### config.mk
export PLATFORM = sky130hd
export DESIGN_NAME = ones_index_serializer
export DESIGN_NICKNAME = d
export VERILOG_FILES = /design/src/rtl/ones_pkg.sv /design/src/rtl/ones_prio_enc.sv /design/src/rtl/ones_index_serializer.sv
export SDC_FILE = /design/constraint.sdc
export NUM_CORES = 1
export LEC_CHECK = 0
export CORE_ASPECT_RATIO = 1.2
export CORE_UTILIZATION = 46
export CTS_BUF_LIST = sky130_fd_sc_hd__clkbuf_16
export DETAILED_ROUTE_END_ITERATION = 12
export GPL_TIMING_DRIVEN = 0
export PLACE_DENSITY_LB_ADDON = 0.3
export SLEW_MARGIN = 15
export SYNTH_ARGS = -nofsm -noshare
export SYNTH_HDL_FRONTEND = slang
export SYNTH_SLANG_ARGS = --single-unit
### constraint.sdc
create_clock -name clk -period 2.37 [get_ports clk]
set_input_delay 0.711 -clock clk [delete_from_list [all_inputs] [get_ports clk]]
set_output_delay 0.711 -clock clk [all_outputs]
set_load 0.02 [all_outputs]
### src/rtl/ones_pkg.sv
// Shared definitions for the ones-counter family: serializer FSM states and
// the index-width helper used to size index/count ports.
package ones_pkg;

    typedef enum logic [0:0] {
        StIdle,
        StEmit
    } ones_state_e;

    // Bits needed to address n positions; never returns 0 so ports stay legal.
    function automatic int unsigned ones_width(input int unsigned n);
        return (n < 2) ? 1 : $clog2(n);
    endfunction

endpackage

### src/rtl/ones_prio_enc.sv
// First-set-bit encoder over a mask. Returns the selected index and a flag
// that is set when more than one bit of the mask is set.
// Direction: LSB-first by default, MSB-first when ONES_IDX_MSB_FIRST_EN is defined.
module ones_prio_enc
    import ones_pkg::*;
#(
    parameter int unsigned Width = 16,
    parameter int unsigned IdxW  = ones_width(Width)
) (
    input  logic [Width-1:0] mask_i,
    output logic [IdxW-1:0]  idx_o,
    output logic             multi_o
);

    // Priority scan; the last match written wins, so scan order picks the direction.
    always_comb begin
        idx_o = '0;
`ifdef ONES_IDX_MSB_FIRST_EN
        for (int i = 0; i < int'(Width); i++) begin
            if (mask_i[i]) idx_o = IdxW'(i);
        end
`else
        for (int i = int'(Width) - 1; i >= 0; i--) begin
            if (mask_i[i]) idx_o = IdxW'(i);
        end
`endif
        // Clearing the lowest set bit leaves something only if two or more were set.
        multi_o = |(mask_i & (mask_i - Width'(1)));
    end

endmodule

### src/rtl/ones_index_serializer.sv
// Enumerates the set bits of an accepted vector, one index per output beat,
// with a running 1-based ordinal. An empty vector yields a single beat with
// out_none set. Emission order is selected by ONES_IDX_MSB_FIRST_EN.
module ones_index_serializer
    import ones_pkg::*;
#(
    parameter  int unsigned inCount  = 16,
    localparam int unsigned outCount = ones_width(inCount)
) (
    input  logic                clk,
    input  logic                rst_n,
    input  logic [inCount-1:0]  in_vec,
    input  logic                in_valid,
    output logic                in_ready,
    output logic [outCount-1:0] out_idx,
    output logic [outCount:0]   out_count,
    output logic                out_last,
    output logic                out_none,
    output logic                out_valid,
    input  logic                out_ready
);

    localparam int unsigned CntW = outCount + 1;

    ones_state_e         state_q;
    logic [inCount-1:0]  mask_q;
    logic [CntW-1:0]     ord_q;
    logic                none_q;
    logic                in_ready_q;
    logic                out_valid_q;

    logic [outCount-1:0] enc_idx;
    logic                enc_multi;
    logic [inCount-1:0]  clr_bit;

    ones_prio_enc #(
        .Width (inCount),
        .IdxW  (outCount)
    ) u_prio_enc (
        .mask_i  (mask_q),
        .idx_o   (enc_idx),
        .multi_o (enc_multi)
    );

    // One-hot of the bit being emitted; mask is zero in IDLE so the index reads 0 there.
    always_comb begin
        clr_bit = {{(inCount - 1){1'b0}}, 1'b1} << enc_idx;
    end

    // FSM, mask and ordinal; handshake flags are registered alongside the state.
    always_ff @(posedge clk or negedge rst_n) begin
        if (!rst_n) begin
            state_q     <= StIdle;
            mask_q      <= '0;
            ord_q       <= '0;
            none_q      <= 1'b0;
            in_ready_q  <= 1'b1;
            out_valid_q <= 1'b0;
        end else begin
            unique case (state_q)
                StIdle: begin
                    if (in_valid) begin
                        state_q     <= StEmit;
                        mask_q      <= in_vec;
                        ord_q       <= (in_vec == '0) ? '0 : CntW'(1);
                        none_q      <= (in_vec == '0);
                        in_ready_q  <= 1'b0;
                        out_valid_q <= 1'b1;
                    end
                end
                StEmit: begin
                    if (out_ready) begin
                        mask_q <= mask_q & ~clr_bit;
                        if (!enc_multi) begin
                            state_q     <= StIdle;
                            ord_q       <= '0;
                            none_q      <= 1'b0;
                            in_ready_q  <= 1'b1;
                            out_valid_q <= 1'b0;
                        end else begin
                            ord_q <= ord_q + CntW'(1);
                        end
                    end
                end
                default: begin
                    state_q     <= StIdle;
                    in_ready_q  <= 1'b1;
                    out_valid_q <= 1'b0;
                end
            endcase
        end
    end

    // Outputs derive only from registers; last is gated so it stays low in IDLE.
    always_comb begin
        in_ready  = in_ready_q;
        out_valid = out_valid_q;
        out_idx   = enc_idx;
        out_count = ord_q;
        out_last  = out_valid_q & ~enc_multi;
        out_none  = none_q;
    end

endmodule

After elaboration in Yosys (flattened, before gate mapping)

Cells that the tools add are included.

Register bits after elaboration: 25
Bits in latches: 0
Memory bits (writable): 0
Bits in read-only memories: 0
Input port bits: 20
Output and inout port bits: 13
Logic and storage cells: 60
Memories kept: 0

Add/subtract/negate cells: 2
$mul: 0
Divide/modulo/power cells: 0
$lt $le $gt $ge: 0
Equality and inequality tests: 3
Shift-type cells: 1
Multiplexer cells: 38
Bitwise logic cells: 6
Reduce and logical (&&, ||, !) cells: 4

Operators with widths:

| operator                                           | count |
|---|---|
| 2-to-1 mux 4 bit                                   | 16 |
| bitwise AND 16 bit                                 | 2 |
| 2-to-1 mux 16 bit                                  | 2 |
| one-hot mux 16 bit (2 select lines)                | 1 |
| zero test 16 bit                                   | 1 |
| NOT 16 bit                                         | 1 |
| OR reduction 16 bit                                | 1 |
| << shifter 1 x 4 -> 16 bit, first input constant   | 1 |
| subtractor 16 x 1 -> 16 bit, second input constant | 1 |
| 2-to-1 mux 5 bit                                   | 3 |
| 2-to-1 mux 1 bit                                   | 11 |
| one-hot mux 5 bit (2 select lines)                 | 1 |
| one-hot mux 1 bit (2 select lines)                 | 4 |
| inequality test 2 bit, second input constant       | 3 |
| adder 5 x 1 -> 5 bit, second input constant        | 1 |
| AND reduction 3 bit                                | 1 |
| NOT 1 bit                                          | 2 |
| AND reduction 2 bit                                | 1 |
| bitwise AND 1 bit                                  | 1 |

Logic depth before layout (Yosys ltp)

Depth in word-level cells: 21
Depth in mapped cells: 8
Depth with buffers taken out: 7

Hierarchy

From an unflattened synthesis, not the netlist that was laid out.

Cell total of the unflattened synthesis: 177
Area, all modules: 1,570.3 sq um

By module, submodules not included:

| module                | instances | cells each | area an instance (sq um) | seq. area each (sq um) |
|---|---|---|---|---|
| ones_index_serializer | 1         | 127        | 1,221.2                  | 626.9 |
| ones_prio_enc         | 1         | 50         | 349.1                    | 0.0 |

Least setup slack after synthesis

OpenSTA, ideal clock, no wires.

Path type: reg2out
Start: register mask_q[3]
End: output out_last
Data arrival time: 1.875 ns
Data required time: 1.659 ns
Setup slack: -0.216 ns
Cell stages (with the launch flop): 8
Path buffers: 1
Cell sequence: dfrtp_1 buf_6 nor4_4 nor2_1 a2111oi_2 o2111ai_1 nor3_4 and2_1

Longest elaborated chain between the ends: 5

RTL lines:

| element                     | RTL line                     | source |
|---|---|---|
| from (decl)                 | ones_index_serializer.sv:26  | `logic [inCount-1:0] mask_q;` |
| from (signal assigned)      | ones_index_serializer.sv:64  | `mask_q <= in_vec;` |
| from (signal assigned)      | ones_index_serializer.sv:73  | `mask_q <= mask_q & ~clr_bit;` |
| subtractor 16 x 1 -> 16 bit | ones_prio_enc.sv:28          | `multi_o = \|(mask_i & (mask_i - Width'(1)));` |
| bitwise AND 16 bit (*)      | ones_prio_enc.sv:28          |  |
| OR reduction 16 bit (*)     | ones_prio_enc.sv:28          |  |
| NOT 1 bit (*)               | ones_index_serializer.sv:100 | `out_last = out_valid_q & ~enc_multi;` |
| bitwise AND 1 bit (*)       | ones_index_serializer.sv:100 |  |
| to (decl)                   | ones_index_serializer.sv:17  | `output logic out_last,` |

Mark *: on every way between the ends. The rest lies on a longest branch, timed or not.

Worst setup path in the final report

Start: register mask_q[8]
End: output out_last

The elaborated chain is that of the path after synthesis.

==> results.json <==
{
  "status": "complete, but fails checks",
  "violations": "design-rule violations, negative setup slack",
  "cts_max_level": 1,
  "final_cell_mix": "25 x clkdlybuf4s50_1, 22 x buf_4, 17 x nand2_1",
  "power-per-cell-area_nw_per_um2": 804.5,
  "cp_max_fo": 10,
  "fmax_mhz": 333.6,
  "hold_path_class": "in2async",
  "ys_seq_elements": 25,
  "io_buffers": 31,
  "cts_tree": "done",
  "preCtsSetupSlack_ps": -1017,
  "ir_drop_mv": 0.5334,
  "power_mw": 1.981,
  "die_y_um": 67.62,
  "finalClockSkew_ps": 1.881,
  "cts.path.max_buffers": 2,
  "core_um2": 3396,
  "async_reset_ff_share_pct": 100.0,
  "ys.warnings.count": 0,
  "finalHoldViolCount": 0,
  "yosysSeqAreaShare_pct": 37.98,
  "drv_cap": 0,
  "ys.flop_type": "dfrtp_1",
  "netlist_top_cells_area": "dfrtp_1 36%, a21oi_1 4.5%, a22oi_1 4.1%, o21ai_0 3.9%, nand2_1 3.9%",
  "start_kind": "flip-flop",
  "drive_above_1_share_pct": 33.47,
  "overflow": 0,
  "tightest_slew_ps": 595.5,
  "setup_viol": 5,
  "numCtsBuffers": 3,
  "start_util_pct": 48.60,
  "worstPathArrival_ps": 2290,
  "synth_top_area_share_pct": 36.39,
  "p_seq_share_pct": 31.4,
  "layout_commonest_cell": "clkdlybuf4s50_1",
  "maxSlewHeadroom_pct": 60.30,
  "grt_pass1_wl_um": 7914,
  "swShare_pct": 40.41,
  "final_nets": 270,
  "worstSkewPairLatency_ps": 260,
  "area_growth_syn_to_layout_pct": 49.20,
  "routedWlPerCell_um": 21.31,
  "synth_cell_type_count": 52,
  "grt_antenna_before_repair": 0,
  "drt_iter0_drc": 183,
  "setup_slack_ps": -628.0,
  "min_period_ps": 2998,
  "clkTransAtPathRegs_ps": 60,
  "clkPwrFrac_pct": 19.4,
  "yosys.area.top_type": "dfrtp_1",
  "syn_area_um2": 1650,
  "period_share_pct": 126.5,
  "critical_path_required_ps": 1660,
  "die_w_um": 56.68,
  "synth-edff-count": 0,
  "die-area_um2": 3832,
  "dr.pass1.iters": 9,
  "drc": 2,
  "dp_hpwl_um": 3206,
  "p_leak_nw": 0.9885,
  "postRouteAntennaNets": 0,
  "num_vias": 1905,
  "end_kind": "output pin",
  "path_class": "reg2out",
  "rsz0062_at_grt": "true",
  "gp_congestion": 0.8995,
  "cts.sinks": 25,
  "p_comb_share_pct": 49.2,
  "power.switching_uw": 800.5,
  "via_per_inst": 6.684,
  "grt_pass1_vias": 1579,
  "syn_inst": 190,
  "syn_nets": 211,
  "grt_use_total_pct": 27.63,
  "p_int_mw": 1.180,
  "routed_wl_um": 6072,
  "drv_slew": 0,
  "root_buffer": "clkbuf_16",
  "io_pins": 33,
  "num_antenna_cells": 0,
  "fp-row-count": 23,
  "grt_max_degree": 26,
  "synth.avg_cell_area_um2": 8.686
}
-- state kept, by name, indices dropped and copies added (netlist names) --
register,flops
in_ready,1
mask_q,16
out_count,5
out_none,1
out_valid,1
state_q,1
-- power groups by stage --
stage	combinational (mW)	clock, mW	sequential, mW
global placement	0.758	0	0.597
global route	1.02	0.409	0.639
floorplan	0.452	0	0.621
CTS	0.814	0.381	0.609
finish	0.976	0.383	0.622
detailed placement	0.757	0	0.594
-- worst max-delay path: stages (launching register included) --
cell and delay (ps):
dfrtp_1 360, clkbuf_2 230, nor4_4 430, nand4_4 170
o21ai_2 180, o2111ai_2 170, nor3_4 210, and2_4 170
buf_6 110
-- path summary, 6_finish.rpt --
kind	startpoint	endpoint	slack [ps]	depth (start not counted)
worst max-delay path	mask_q[8]	out_last	-630	8
worst min-delay path	rst_n	mask_q[0]	450	1
worst max register to register	mask_q[11]	mask_q[15]	30	8
worst min register to register	out_count[4]	out_count[4]	530	2
max in group asynchronous	rst_n	mask_q[14]	1490	1
min in group clk	out_count[4]	out_count[4]	530	2
-- synth_stat cells, types with 2 or more instances --
| cell | instances |
|---|---|
| a21oi_1 | 15 |
| a22o_1 | 4 |
| a22oi_1 | 9 |
| a31oi_1 | 5 |
| and2_1 | 3 |
| buf_2 | 2 |
| clkbuf_1 | 8 |
| clkbuf_2 | 2 |
| dfrtp_1 | 24 |
| inv_1 | 6 |
| mux2i_1 | 4 |
| nand2_1 | 17 |
| nand2b_1 | 3 |
| nand3_1 | 4 |
| nor2_1 | 15 |
| nor2b_1 | 2 |
| nor3_1 | 4 |
| nor4_1 | 10 |
| nor4_4 | 2 |
| o21ai_0 | 13 |
| o21ai_1 | 3 |
| o22ai_1 | 2 |
| o311ai_0 | 3 |
| o31ai_1 | 2 |
-- routing by layer --
metal  share of wire, %  global-route usage [%]  vias to the layer above
met1                 38                   36.09                      908
met4                5.3                   14.37                        0
li1                   -                       -                      842
met3                7.9                   4.023                       30
met2                 48                   44.64                      125
met5                  0                       0                        -
-- timing repair --
item | 4_1_cts | 5_1_grt
gates resized for setup | 49 | 32
hold endpoints to repair | 0 | 0
pin swaps | 11 | 13
buffers inserted | 12 | 14
hold buffers | 0 | 0
setup endpoints to repair | 21 | 17
-- final cells by class --
cell class / count / area (µm²)
multi-input cells: 146 / 1100
fillers: 238 / 933.4
flip-flops and latches: 25 / 636.9
repair buffers: 56 / 510.5
clock buffers: 3 / 75.07
plain buffers: 11 / 63.81
well taps: 37 / 46.29
inverters: 6 / 25.02
clock inverters: 1 / 5.005
-- stage by stage --
stage          util (%)  cells  cell area [µm²]  setup TNS, ps  hold slack, ps
6_report          72.51    285             2462          -1858           448.1
5_1_grt           72.51    285             2462          -2174           488.0
4_1_cts           66.21    272             2248          -1094           535.0
3_5_place_dp      59.14    258             2008         -12940           519.2
3_3_place_gp      59.14    258             2008         -12460           518.5
2_1_floorplan         -    190             1652         -187.0           415.4
-- logic make-up (layout without fill, tap and decap cells) --
| family | count (synthesis) | count (layout) | share of synthesized area, % |
|---|---|---|---|
| muxes | 4 | 4 | 2.426 |
| adders and majority gates | 1 | 1 | 0.7580 |
| buffers and inverters | 19 | 77 | 5.080 |
| and+or+nand+nor | 71 | 71 | 25.25 |
| AOI/OAI and AO/OA | 70 | 70 | 28.51 |
| DFF | 25 | 25 | 37.98 |
Power figures use the tool's default switching activity.
